[config.mk]
export PLATFORM = sky130hd
export DESIGN_NAME = stack_seq
export DESIGN_NICKNAME = d
export VERILOG_FILES = /design/src/rtl/stack_pkg.sv /design/src/rtl/stack_seq.sv
export SDC_FILE = /design/constraint.sdc
export NUM_CORES = 1
export LEC_CHECK = 0
export ABC_AREA = 1
export CAP_MARGIN = 20
export CORE_MARGIN = 2
export CORE_UTILIZATION = 42
export DETAILED_ROUTE_END_ITERATION = 8
export PLACE_DENSITY_LB_ADDON = 0.05
export SETUP_SLACK_MARGIN = 0.05
export SYNTH_ARGS = -nofsm -noshare
export SYNTH_HDL_FRONTEND = slang
export SYNTH_SLANG_ARGS = --single-unit
[constraint.sdc]
create_clock -name clk -period 1.93 [get_ports clk]
set_input_delay 0.193 -clock clk [delete_from_list [all_inputs] [get_ports clk]]
set_output_delay 0.193 -clock clk [all_outputs]
set_load 0.01 [all_outputs]
[src/rtl/stack_pkg.sv]
// rtl/stack_pkg.sv - shared types and constants for the 6502 stack access sequencer.
package stack_pkg;

  typedef enum logic [1:0] {
    PUSH1 = 2'd0,
    PUSH2 = 2'd1,
    PULL1 = 2'd2,
    PULL2 = 2'd3
  } stack_op_t;

  typedef enum logic [1:0] {
    ST_IDLE = 2'd0,
    ST_ACC1 = 2'd1,
    ST_ACC2 = 2'd2,
    ST_DONE = 2'd3
  } stack_state_t;

  localparam logic [7:0] DEFAULT_STACK_PAGE = 8'h01;

  function automatic logic is_push(stack_op_t op);
    return (op == PUSH1) || (op == PUSH2);
  endfunction

  function automatic logic is_two_byte(stack_op_t op);
    return (op == PUSH2) || (op == PULL2);
  endfunction

endpackage

[src/rtl/stack_seq.sv]
// rtl/stack_seq.sv - push/pull bus sequencer feeding the external S register.
// Optional wrap flags (stk_ovf/stk_unf/wrap_clr) are built when STACK_WRAP_DETECT_EN is defined.
module stack_seq
  import stack_pkg::*;
#(
  parameter logic [7:0] STACK_PAGE = DEFAULT_STACK_PAGE
) (
  input  logic        clk,
  input  logic        rst_n,
  input  logic        cmd_valid,
  output logic        cmd_ready,
  input  logic [1:0]  cmd_op,
  input  logic [15:0] cmd_wdata,
  output logic        rsp_valid,
  output logic [15:0] rsp_rdata,
  input  logic [7:0]  s_in,
  output logic        s_load,
  output logic [7:0]  s_next,
  output logic        mem_req,
  output logic        mem_we,
  output logic [15:0] mem_addr,
  output logic [7:0]  mem_wdata,
  input  logic [7:0]  mem_rdata,
  input  logic        mem_ack
`ifdef STACK_WRAP_DETECT_EN
  ,
  output logic        stk_ovf,
  output logic        stk_unf,
  input  logic        wrap_clr
`endif
);

  stack_state_t state, state_nxt;
  stack_op_t    op_q;
  logic [15:0]  wdata_q;
  logic [7:0]   sp_w;
  logic [7:0]   lo_q;
  logic         accept;
  logic         in_acc;
  logic         acc_done;
  logic         op_push;

  assign accept   = (state == ST_IDLE) && cmd_valid;
  assign in_acc   = (state == ST_ACC1) || (state == ST_ACC2);
  assign acc_done = in_acc && mem_ack;
  assign op_push  = is_push(op_q);

  always_ff @(posedge clk or negedge rst_n) begin
    if (!rst_n) begin
      state <= ST_IDLE;
    end else begin
      state <= state_nxt;
    end
  end

  always_comb begin
    state_nxt = state;
    case (state)
      ST_IDLE: if (cmd_valid) state_nxt = ST_ACC1;
      ST_ACC1: if (mem_ack) state_nxt = is_two_byte(op_q) ? ST_ACC2 : ST_DONE;
      ST_ACC2: if (mem_ack) state_nxt = ST_DONE;
      ST_DONE: state_nxt = ST_IDLE;
      default: state_nxt = ST_IDLE;
    endcase
  end

  // Final pull data is registered on the last ack so it is already visible in DONE.
  always_ff @(posedge clk or negedge rst_n) begin
    if (!rst_n) begin
      op_q      <= PUSH1;
      wdata_q   <= '0;
      sp_w      <= '0;
      lo_q      <= '0;
      rsp_rdata <= '0;
    end else if (accept) begin
      op_q    <= stack_op_t'(cmd_op);
      wdata_q <= cmd_wdata;
      sp_w    <= is_push(stack_op_t'(cmd_op)) ? s_in : s_in + 8'd1;
    end else if (acc_done) begin
      if (op_push) begin
        sp_w <= sp_w - 8'd1;
      end else if (state == ST_ACC1 && op_q == PULL2) begin
        sp_w <= sp_w + 8'd1;
        lo_q <= mem_rdata;
      end else if (state == ST_ACC1) begin
        rsp_rdata <= {8'h00, mem_rdata};
      end else begin
        rsp_rdata <= {mem_rdata, lo_q};
      end
    end
  end

  always_comb begin
    cmd_ready = (state == ST_IDLE);
    rsp_valid = (state == ST_DONE);
    s_load    = (state == ST_DONE);
    s_next    = (state == ST_DONE) ? sp_w : 8'h00;
    mem_req   = in_acc;
    mem_we    = in_acc && op_push;
    mem_addr  = in_acc ? {STACK_PAGE, sp_w} : 16'h0000;
    mem_wdata = 8'h00;
    if (in_acc && op_push) begin
      mem_wdata = (state == ST_ACC1 && op_q == PUSH2) ? wdata_q[15:8] : wdata_q[7:0];
    end
  end

`ifdef STACK_WRAP_DETECT_EN
  logic ovf_set, unf_set;

  // Underflow can occur at accept (S = FF) or on the mid-PULL2 increment.
  assign ovf_set = acc_done && op_push && (sp_w == 8'h00);
  assign unf_set = (accept && !is_push(stack_op_t'(cmd_op)) && (s_in == 8'hFF)) ||
                   (acc_done && state == ST_ACC1 && op_q == PULL2 && (sp_w == 8'hFF));

  always_ff @(posedge clk or negedge rst_n) begin
    if (!rst_n) begin
      stk_ovf <= 1'b0;
      stk_unf <= 1'b0;
    end else begin
      stk_ovf <= ovf_set || (stk_ovf && !wrap_clr);
      stk_unf <= unf_set || (stk_unf && !wrap_clr);
    end
  end
`endif

endmodule

**Word level (Yosys, flattened, before mapping)**

Cells that the tools add are included.

- Bits in registers: 52
- Output and inout bits: 53
- Word-level logic and storage cells: 54

- Add/subtract/negate cells: 3
- Equality and inequality tests: 9
- Multiplexer cells: 15
- Bitwise operators: 3
- Reduce and logical (&&, ||, !) cells: 18

Operator list:

| kind | count |
|---|---|
| 8-bit 2-to-1 mux | 8 |
| 8-bit by 1-bit adder with 8-bit output (second input constant) | 2 |
| 16-bit 2-to-1 mux | 1 |
| 9-bit 2-to-1 mux | 1 |
| 2-bit case mux with 4 select lines | 1 |
| 4-bit AND reduction | 2 |
| 8-bit by 1-bit subtractor with 8-bit output (second input constant) | 1 |
| 2-bit by 1-bit == test with 1-bit output (second input constant) | 3 |
| 2-bit == test (second input constant) | 3 |
| 2-bit logical NOT | 3 |
| 2-bit 2-to-1 mux | 3 |
| 2-bit inequality test (second input constant) | 3 |
| 1-bit logical AND | 5 |
| 1-bit logical OR | 4 |
| 1-bit NOT | 3 |
| 3-bit AND reduction | 1 |
| 3-bit nonzero test | 1 |
| 2-bit AND reduction | 1 |
| 2-bit nonzero test | 1 |
| 1-bit 2-to-1 mux | 1 |

**Logic depth before layout (Yosys ltp)**

- Depth in word-level cells: 6
- Gate-level depth with buffers: 11
- Mapped depth without buffers: 11

**Least setup slack after synthesis**

OpenSTA, ideal clock, no wires.

- Path kind: register to output
- From: reg state[1]
- To: out mem_wdata[2]
- Arrival time: 1.623 ns
- Required time: 1.737 ns
- Path slack: 0.114 ns
- Stages on the path, launching flop included: 8
- Path buffers: 1
- Cells stage by stage: dfrtp_1 > inv_1 > ha_1 > buf_6 > inv_1 > nor2_1 > inv_1 > a21oi_1

- Word-level cells in the longest chain between the ends: 4
- Elaborated cells between the ends (all ways): 7
- Classes of those cells: eq/ne: 2; mux: 2; reduce/logical: 3

Ends and longest elaborated chain:

| item | line | RTL |
|---|---|---|
| from (decl) | stack_seq.sv:33 | `stack_state_t state, state_nxt;` |
| from (signal assigned) | stack_seq.sv:52 | `state <= state_nxt;` |
| 2-bit by 1-bit == test with 1-bit output or 2-bit == test (tied branches) | stack_seq.sv:44 | `assign in_acc = (state == ST_ACC1) \|\| (state == ST_ACC2);` |
| 1-bit logical OR (*) | stack_seq.sv:44 |  |
| net mem_req | stack_seq.sv:19 | `output logic mem_req,` |
| 1-bit logical AND (*) | - |  |
| net mem_we | stack_seq.sv:20 | `output logic mem_we,` |
| 8-bit 2-to-1 mux (*) | stack_seq.sv:102 | `if (in_acc && op_push) begin` |
| to (decl) | stack_seq.sv:22 | `output logic [7:0] mem_wdata,` |

The timed path passes the listed nets; every way through them passes the cells marked *.

**Worst setup path in the final report**

- From: reg state[0]
- To: out mem_wdata[7]

- Word-level cells in the longest chain between the ends: 4
- Elaborated cells between the ends (all ways): 7
- Classes of those cells: eq/ne: 2; mux: 2; reduce/logical: 3

Ends and longest elaborated chain:

| item | line |
|---|---|
| 2-bit by 1-bit == test with 1-bit output or 2-bit == test (tied branches) | stack_seq.sv:44, stack_seq.sv:103 |
| 1-bit logical AND or 1-bit logical OR (tied branches) | stack_seq.sv:103, stack_seq.sv:44 |
| 8-bit 2-to-1 mux or 1-bit logical AND (tied branches) | stack_seq.sv:103, stack_seq.sv:102 |
| 8-bit 2-to-1 mux (*) | stack_seq.sv:102 |

Every way passes the cells marked *; elsewhere a longest branch is shown, timed or not.

==> flow_summary.toml <==
[critical_path]
cp_cell_sequence = "inv_2, ha_4, inv_2, nor2_2, buf_6, inv_4, a21oi_2, buf_2"
startpoint = "state[0]"
critical_path.endpoint_type = "primary output"
worst-endpoint-arrival_ns = 1.69
cp-start-kind = "flop"
cpMostUsedCell = "inv_2"
worst_ep_required_time_ns = 1.74
worstPathMaxFanout = 5
regToRegSetupSlack_ns = 0.16
reg2reg_to = "rsp_rdata[1]"
cpMaxStageDelayCell = "dfrtp_1"
timing.rr.start = "state[0]"
cp-endpoint = "mem_wdata[7]"
crit_type = "flop to primary output"
path_buf_inv = 5
cp_num_cells = 8
slowest_delay_ns = 0.44
cpLargestDelayFamily = "buffers and inverters"
ff2ff_path_depth = 8

[die]
start_util_pct = 43.3
die_x_microns = 90.5
die-area_sq_um = 8190
rows = 31
dieHeight_microns = 90.5
core_area_sq_um = 7250
ios = 91

[global_routing]
grt_antenna_before_repair = 0
grtUsageTotal_pct = 19.5
use_met1_pct = 25.6
grt_max_degree = 30
grt_pass1_vias = 2740
grt_pass1_wl_microns = 13000
grt.overflow.total = 0
grt_use_met2_pct = 32.6
grt.busiest_layer = "met2"
grtUsageMet3_pct = 4.01

[route]
viasPerCell = 4.73
drtAntennaViolNets = 0
first_pass_iters = 4
routedWlPerCell_microns = 12.4
drc = 0
vias = 2925
drt_iter0_markers = 82
routed_wl_microns = 7670

[cts]
clock_latency_ns = 0.31
clk_pin_slew_ns = 0.10
cts_root_buffer = "clkbuf_8"
cts_made_buffers = 5
numClockSinks = 52
cts.path.max_buffers = 2
htreeDepth = 2
cts_tree = "yes"

[synthesis]
postSynthCellCount = 420
ys_seq_elements = 52
synth_top_cell_area_share_pct = 41.4
avgSynthCellArea_sq_um = 7.48
synthTopCellsByArea = "dfrtp_1 (41%), nand2_1 (17%), inv_1 (5.7%), ha_1 (4.4%), o21ai_0 (4.3%)"
syn_area_sq_um = 3140
synth_top_area_cell = "dfrtp_1"
ys_types = 35
yosys_warnings = 0
seq_area_frac_synth_pct = 41.4

[power_and_ir_drop]
cellLeakagePower_nw = 2.31
vdd_drop_max_mv = 0.792
power.density_nw_per_um2 = 1700
total_power_mw = 7.26

[sta]
tightestPinTransition_ns = 0.626
clock.fmax_mhz = 531
min_period_ns = 1.88
slew_headroom_pct = 58.3
fin_crit_sh_pct = 97.5
rsz0062_at_grt = "true"
finClkSkew_ns = 0.00687
finalSetupViolCount = 0
finalMaxSlewViolations = 0
hold_viol_final = 0

[finish]
antennaDiodeCount = 0
drive_above_1_share_pct = 14.3
most-common-layout-cells = "nand2_1 (144), clkdlybuf4s50_1 (53), dfrtp_1 (51)"
nets = 568
areaGrowthSynthToFinish_pct = 36.3
fin_cells = 618
final_common_cell = "nand2_1"

[placement]
place_inst = 601
port_buffers = 83
dp_hpwl_microns = 5630
gp_congestion = 0.835

[run]
max_cap_viol_count = 0

[min_path]
min_path_type = "input port to flop"

[run_status]
status = "complete, no violations"
[layout make-up]
type	count	area, sq um
tap	99	124
timing repair buffer	108	992
fill	705	2970
multi-input combinational	299	1570
sequential	52	1300
clock inverter	3	21.3
clock buffer	5	68.8
inverter	52	203
[where the power goes]
part | switching [mW] | internal (mW) | leakage, nW
combinational | 2.53 | 2.09 | 1.62
sequential | 0.370 | 1.61 | 0.642
clock | 0.394 | 0.259 | 0.0445
[cells in the mapped netlist (all sizes together)]
cell type	instances
fa	1
xnor2	1
nand3	26
o21ai	30
nand3b	2
nand2	147
dfrtp	52
a31oi	11
ha	11
a21o	2
buf	19
o22ai	1
inv	51
clkbuf	4
clkinv	1
o21bai	1
a21oi	15
or2	3
nor2	38
nand4	2
xor2	1
conb	1
[layer usage]
metal  part of all wire [%]  wire, microns
met2                     48           3650
met3                    5.4            415
met5                      0              0
met1                     46           3520
met4                    1.1             83
[worst min-delay path by stage]
stage               startpoint            to  slack [ns]  cells past startpoint
detailed placement       rst_n  rsp_rdata[6]        0.25                      1
floorplan                rst_n       lo_q[0]       -0.10                      0
global route         cmd_op[0]       op_q[0]        0.41                      3
CTS                  cmd_op[0]       op_q[0]        0.39                      3
global placement         rst_n  rsp_rdata[6]        0.25                      1
finish               cmd_op[0]       op_q[0]        0.40                      3
[kinds of logic (layout without fill, tap and decap cells)]
logic type,after synthesis,count (layout),synth area share [%]
AO/OA/AOI/OAI,60,60,11.4
XOR/XNOR,2,2,0.558
adder cells (fa/ha/maj),12,12,5.02
buffers and inverters,75,168,11.3
flip-flops,52,52,41.4
other,1,7,0.119
AND/OR/NAND/NOR,218,218,30.1
[registers in the layout (all words and copies together), names as in the netlist]
| signal | count |
|---|---|
| sp_w | 8 |
| wdata_q | 16 |
| rsp_rdata | 16 |
| lo_q | 8 |
| state | 2 |
| op_q | 2 |
[worst min-delay path, stage by stage]
cell	delay, ns
clkdlybuf4s50_1	0.39
nand2_1	0.06
nand2_1	0.04
[repair_timing]
action                                  in CTS  in global routing
pin swaps                                    1                  4
hold buffers                                 1                  0
endpoints found under the setup margin      29                 18
endpoints found under the hold margin       24                  0
buffers inserted                             2                  6
gates resized for setup                     45                 35
[metrics by stage]
step	hold WS [ns]	utilization [%]	TNS, ns	area (sq um)	setup WS (ns)
4_1_cts	0.393	57.9	-0.285	4200	-0.0743
3_3_place_gp	0.253	56.4	0	4090	0.0139
5_1_grt	0.414	59.0	-0.0536	4280	-0.0260
2_1_floorplan	-0.103	-	0	3160	0.114
6_report	0.402	59.0	0	4280	0.0482
3_5_place_dp	0.253	56.4	-0.126	4090	-0.0330
Power figures use the tool's default switching activity.
